File: src/rtl/branch_predictor.sv
// Fetch-stage bimodal/gshare direction predictor with a direct-mapped BTB.
// Latency: prediction is combinational (0 cycles); training lands 1 cycle after u_valid.
// Backpressure: none; one update per cycle is always accepted, fetch stalls just repeat the lookup.
//
// Ports:
//   clk, reset       - rising-edge clock, asynchronous active-high reset
//   f_pc             - fetch PC being looked up
//   p_branch         - predicted taken (requires a BTB hit)
//   p_pc_branch      - predicted next PC (BTB target when taken, else f_pc+4)
//   p_pcplus4        - f_pc+4, modulo 2^64
//   p_idx            - BHT index used; returned later as u_idx
//   u_valid/u_pc/u_taken/u_is_jump/u_target/u_idx - resolution update from execute
//
// Optional feature: define BRANCH_PRED_GSHARE_EN to XOR a non-speculative
// global history register into the BHT lookup index.
module branch_predictor #(
  parameter int BHT_BITS = 6,
  parameter int BTB_BITS = 4
) (
  input  logic                clk,
  input  logic                reset,
  input  logic [63:0]         f_pc,
  output logic                p_branch,
  output logic [63:0]         p_pc_branch,
  output logic [63:0]         p_pcplus4,
  output logic [BHT_BITS-1:0] p_idx,
  input  logic                u_valid,
  input  logic [63:0]         u_pc,
  input  logic                u_taken,
  input  logic                u_is_jump,
  input  logic [63:0]         u_target,
  input  logic [BHT_BITS-1:0] u_idx
);

  localparam int BHT_N = 1 << BHT_BITS;
  localparam int BTB_N = 1 << BTB_BITS;
  localparam int TAG_W = 64 - BTB_BITS - 2;

  typedef struct packed {
    logic             vld;
    logic [TAG_W-1:0] tag;
    logic             is_jump;
    logic [63:0]      tgt;
  } btb_entry_t;

  logic [1:0]  bht_q [BHT_N];
  logic [1:0]  bht_d [BHT_N];
  btb_entry_t  btb_q [BTB_N];
  btb_entry_t  btb_d [BTB_N];

  // Word-offset bits of the PCs never select anything.
  logic unused_pc_bits;
  assign unused_pc_bits = ^{f_pc[1:0], u_pc[1:0]};

  // ---------------- lookup ----------------
  logic [BTB_BITS-1:0] f_btb_idx;
  logic [TAG_W-1:0]    f_tag;
  btb_entry_t          f_entry;
  logic                f_hit;

  assign f_btb_idx = f_pc[BTB_BITS+1:2];
  assign f_tag     = f_pc[63:BTB_BITS+2];
  assign f_entry   = btb_q[f_btb_idx];
  assign f_hit     = f_entry.vld && (f_entry.tag == f_tag);

`ifdef BRANCH_PRED_GSHARE_EN
  logic [BHT_BITS-1:0] ghr_q;
  logic [BHT_BITS-1:0] ghr_d;
  assign p_idx = f_pc[BHT_BITS+1:2] ^ ghr_q;
`else
  assign p_idx = f_pc[BHT_BITS+1:2];
`endif

  // A miss in the BTB forces not-taken: without a target there is nowhere to go.
  assign p_pcplus4   = f_pc + 64'd4;
  assign p_branch    = f_hit && (f_entry.is_jump || bht_q[p_idx][1]);
  assign p_pc_branch = p_branch ? f_entry.tgt : p_pcplus4;

  // ---------------- training ----------------
  logic [BTB_BITS-1:0] u_btb_idx;
  assign u_btb_idx = u_pc[BTB_BITS+1:2];

  always_comb begin
    bht_d = bht_q;
    btb_d = btb_q;
`ifdef BRANCH_PRED_GSHARE_EN
    ghr_d = ghr_q;
`endif
    if (u_valid) begin
      // Conditional branches train the counter at the index captured at fetch,
      // so the update hits the same entry the prediction used.
      if (!u_is_jump) begin
        if (u_taken && (bht_q[u_idx] != 2'b11)) begin
          bht_d[u_idx] = bht_q[u_idx] + 2'd1;
        end else if (!u_taken && (bht_q[u_idx] != 2'b00)) begin
          bht_d[u_idx] = bht_q[u_idx] - 2'd1;
        end
`ifdef BRANCH_PRED_GSHARE_EN
        ghr_d = {ghr_q[BHT_BITS-2:0], u_taken};
`endif
      end
      // Taken outcomes always (re)allocate; not-taken leaves the BTB alone.
      if (u_taken) begin
        btb_d[u_btb_idx] = '{vld:     1'b1,
                             tag:     u_pc[63:BTB_BITS+2],
                             is_jump: u_is_jump,
                             tgt:     u_target};
      end
    end
  end

  always_ff @(posedge clk or posedge reset) begin
    if (reset) begin
      for (int i = 0; i < BHT_N; i++) bht_q[i] <= 2'b01;
      for (int i = 0; i < BTB_N; i++) btb_q[i] <= '0;
`ifdef BRANCH_PRED_GSHARE_EN
      ghr_q <= '0;
`endif
    end else begin
      bht_q <= bht_d;
      btb_q <= btb_d;
`ifdef BRANCH_PRED_GSHARE_EN
      ghr_q <= ghr_d;
`endif
    end
  end

endmodule
File: config.mk
export PLATFORM = sky130hd
export DESIGN_NAME = branch_predictor
export DESIGN_NICKNAME = d
export VERILOG_FILES = /design/src/rtl/branch_predictor.sv
export SDC_FILE = /design/constraint.sdc
export NUM_CORES = 2
export LEC_CHECK = 0
export ABC_CLOCK_PERIOD_IN_PS = 95800
export CAP_MARGIN = 20
export CORE_UTILIZATION = 60
export DETAILED_ROUTE_END_ITERATION = 10
export PLACE_DENSITY = 0.86
export SYNTH_ARGS = -nofsm -noshare
export SYNTH_HDL_FRONTEND = slang
export SYNTH_SLANG_ARGS = --single-unit
File: constraint.sdc
create_clock -name clk -period 95.8 [get_ports clk]
set_input_delay 14.37 -clock clk [delete_from_list [all_inputs] [get_ports clk]]
set_output_delay 14.37 -clock clk [all_outputs]
set_load 0.03 [all_outputs]
==> metrics.txt <==
Mean Syn Cell Area around 16 sq um; clock-pin slew of the registers on the worst-case setup and hold paths 0.06 ns; terminus of the critical flop-to-flop path bht_q[117]; CTS HTree Levels 4; flop-to-flop setup slack 91.17 ns; buffers inserted by post-CTS timing repair 0; Core Footprint 163000 sq um; count of routing violations after the opening detailed-route iteration 5616; routed vias 58517; f_max 26.8 MHz; number of warning messages in the yosys log 0; Layout fillers 10445; final HPWL from detailed placement approximately 160000 um; number of instances in the synthesized netlist 6348; post-synthesis async set-or-reset flop share 100%; design area 111000 sq um; total track usage around a third; setup repair after global routing missed its margin false; VDD IR max around 0.014 mV; Static Leak 0.0488 uW; Min-Delay Path Depth 1; FP Rows 148; max-capacitance violation count 0; Die X-Extent 407 um; initial antenna violation count 50; first-pass GRT wire length between 400000 and 500000 um; Worst-Margin Slew 1.24 ns; maximum count of clock buffers along a single path 3; clock tree from TritonCTS built; number of enable-type register cells in the synthesized netlist 0; mean number of vias per cell approximately 6.6; residual DRC count 0; Final Hold Fails 0; relative max-transition margin 17.3%; share of Yosys cell area claimed by the top area cell type 52.0%; arrival time at the worst endpoint 22.94 ns; Multi-input gate area 43200 sq um; leading post-synthesis cells by cell area sky130_fd_sc_hd__dfrtp_1, sky130_fd_sc_hd__mux2_2, sky130_fd_sc_hd__mux4_2; CTS Buf Count around 200; ANT nets after route 0; proportion of layout cells with a drive suffix above 1 49.2%; aggregate routed wire length around 270000 um; maximum fanout encountered on the critical timing path 56; register bit total from synthesis 2112; count of boundary I/O pins 338; via count of the first global-routing pass 62387; Netlist Area Pre-Place 98700 sq um; sequential-to-total area share from yosys stat 53.7%; time the final worst path needs with I/O delays and setup 37.31 ns; number of distinct library cells after synthesis 79; Worst Setup End Kind output pin; CP required around 80 ns; status finished, final reports clean; start point of the worst min-delay path btb_q[495]; final-layout setup total negative slack 0 ns; Seq. cell area 52900 sq um; Pre-Repair DR Iteration Count 6; post-detailed-route wirelength per cell between 30 and 40 um; most common flop cell mapped by yosys sky130_fd_sc_hd__dfrtp_1; final slew viol count 0; power density of the placed cells 21.6 nW/um^2; quantity of I/O buffers inserted on ports 335; critical setup path kind input pin to output pin; starting density of the core slightly above 60%; worst hold-check path type flip-flop to flip-flop; remaining global-route overflow 0; Synth-to-Final Area Change 12.2%; period utilisation layout 38.9%; Synth area leader sky130_fd_sc_hd__dfrtp_1; DIE AREA 166000 sq um; total placed instance area 103000 sq um; Root Buffer Master sky130_fd_sc_hd__clkbuf_16; Mapped Nets 6554; number of buffers inserted for hold repair after clock tree synthesis 0; net total in the final layout ~6700; setup skew after layout 0.0254 ns; later-pin clock latency in the skew report 0.86 ns; number of gates resized after cts 0; depth of the most critical reg-to-reg path 12; destination of the worst hold path btb_q[495]; setup violators final 0; die span in y 407 um; placer's final routability congestion estimate between 0.9 and 1; TritonCTS Sinks around 2100; startpoint type of the worst setup path input pin; maximum number of pins on one net before global-route repair 189
==> synth_stat cells, drive strengths merged (18+ instances only) <==
cell    instances
nand4          32
mux2i         136
nor2          112
buf           121
nand2b         18
clkbuf        450
mux4          524
o22ai          34
xor2           43
nor4           18
a22o           22
a22oi          53
dfrtp        2048
xnor2          78
nand2         115
a221oi         38
nand3          43
dfstp          64
mux2         2168
o21ai          26
==> how the worst max path moves through the flow <==
stage | from | end | slack, ns | cells past startpoint
2_1_floorplan | reset | bht_q[101] | 21.87 | 1
3_3_place_gp | f_pc[2] | p_pc_branch[42] | 58.59 | 16
3_5_place_dp | f_pc[2] | p_pc_branch[44] | 58.55 | 16
4_1_cts | f_pc[2] | p_pc_branch[44] | 58.51 | 16
5_1_grt | f_pc[2] | p_pc_branch[41] | 58.03 | 16
6_report | f_pc[2] | p_pc_branch[44] | 58.49 | 16
==> power breakdown <==
part	total (uW)	leakage, uW	internal [uW]	switching (uW)
clock	832	0.00342	484	348
sequential	1150	0.0269	1060	86.9
combinational	414	0.0185	240	174
==> flip-flops by register name (all words and copies together), names as in the netlist, named ones only <==
| register | flops |
|---|---|
| bht_q | 64 |
| btb_q | 1984 |
==> metal layers <==
| metal | vias to the layer above | global-route usage [%] | wire length [um] |
|---|---|---|---|
| met3 | 591 | 8.46 | 23100 |
| met5 | - | 0 | 322 |
| met1 | 31689 | 43.3 | 104000 |
| li1 | 23864 | - | - |
| met2 | 2323 | 50.3 | 127000 |
| met4 | 50 | 14.3 | 11600 |
==> worst max-delay path, stage by stage <==
cell and delay, ns:
sky130_fd_sc_hd__buf_8 0.45, sky130_fd_sc_hd__buf_4 0.77, sky130_fd_sc_hd__buf_4 0.77, sky130_fd_sc_hd__buf_4 0.89, sky130_fd_sc_hd__buf_4 0.79, sky130_fd_sc_hd__mux4_2 0.35, sky130_fd_sc_hd__nor2_1 0.05, sky130_fd_sc_hd__a221oi_1 0.72
sky130_fd_sc_hd__nor3b_1 0.12, sky130_fd_sc_hd__nor4b_1 0.33, sky130_fd_sc_hd__o2111ai_1 0.14, sky130_fd_sc_hd__or4_1 0.58, sky130_fd_sc_hd__or4_4 0.79, sky130_fd_sc_hd__buf_4 0.48, sky130_fd_sc_hd__mux2_4 0.40, sky130_fd_sc_hd__clkdlybuf4s50_1 0.63
==> kinds of logic (layout without fill, tap and decap cells) <==
group                      count (synthesis)  count (layout)  share of synthesized area (%)
xor gates and xnor gates                 121             121                           1.07
muxes                                   2828            2828                           38.3
DFF                                     2112            2112                           53.7
other                                      0              26                              0
adders and majority gates                  3               3                         0.0381
buffers and inverters                    584             845                           2.69
AOI/OAI and AO/OA                        251             251                           1.90
and+or+nand+nor                          449             449                           2.30
==> placed cells by master (no fill, tap or decap), types with 43 or more instances in the layout <==
master	synthesis	final
sky130_fd_sc_hd__xor2_1	43	43
sky130_fd_sc_hd__clkbuf_8	0	52
sky130_fd_sc_hd__mux2_2	2107	2107
sky130_fd_sc_hd__a22oi_1	53	53
sky130_fd_sc_hd__clkbuf_16	0	206
sky130_fd_sc_hd__mux2_4	60	60
sky130_fd_sc_hd__xnor2_1	78	77
sky130_fd_sc_hd__nand2_1	115	115
sky130_fd_sc_hd__dfstp_2	64	64
sky130_fd_sc_hd__buf_4	23	105
sky130_fd_sc_hd__nor2_1	109	100
sky130_fd_sc_hd__mux2i_1	136	136
sky130_fd_sc_hd__clkdlybuf4s50_1	0	331
sky130_fd_sc_hd__dfrtp_1	2048	2048
sky130_fd_sc_hd__clkbuf_1	450	48
sky130_fd_sc_hd__mux4_2	517	517
==> metrics by stage <==
stage | setup WS, ns | instances | hold WS (ns) | utilization [%] | power (uW)
final | 58.49 | 8810 | 0.469 | 67.9 | 2400
after floorplan | 21.87 | 6348 | 0.429 | - | 1460
after global placement | 58.59 | 8400 | 0.444 | 63.4 | 1530
after CTS | 58.51 | 8771 | 0.470 | 67.7 | 2400
after global routing | 58.03 | 8799 | 0.486 | 67.9 | 2480
after detailed placement | 58.55 | 8403 | 0.455 | 63.4 | 1570
==> area by class of cell <==
type / instances / share of cell area (%)
clock buffers: 306 / 5.47
flip-flops and latches: 2112 / 47.8
multi-input cells: 3652 / 39.0
clock inverters: 62 / 0.822
repair buffers: 464 / 4.26
inverters: 13 / 0.0509
well taps: 2175 / 2.46
diodes: 26 / 0.0588
(Power assumes the default switching activity.)
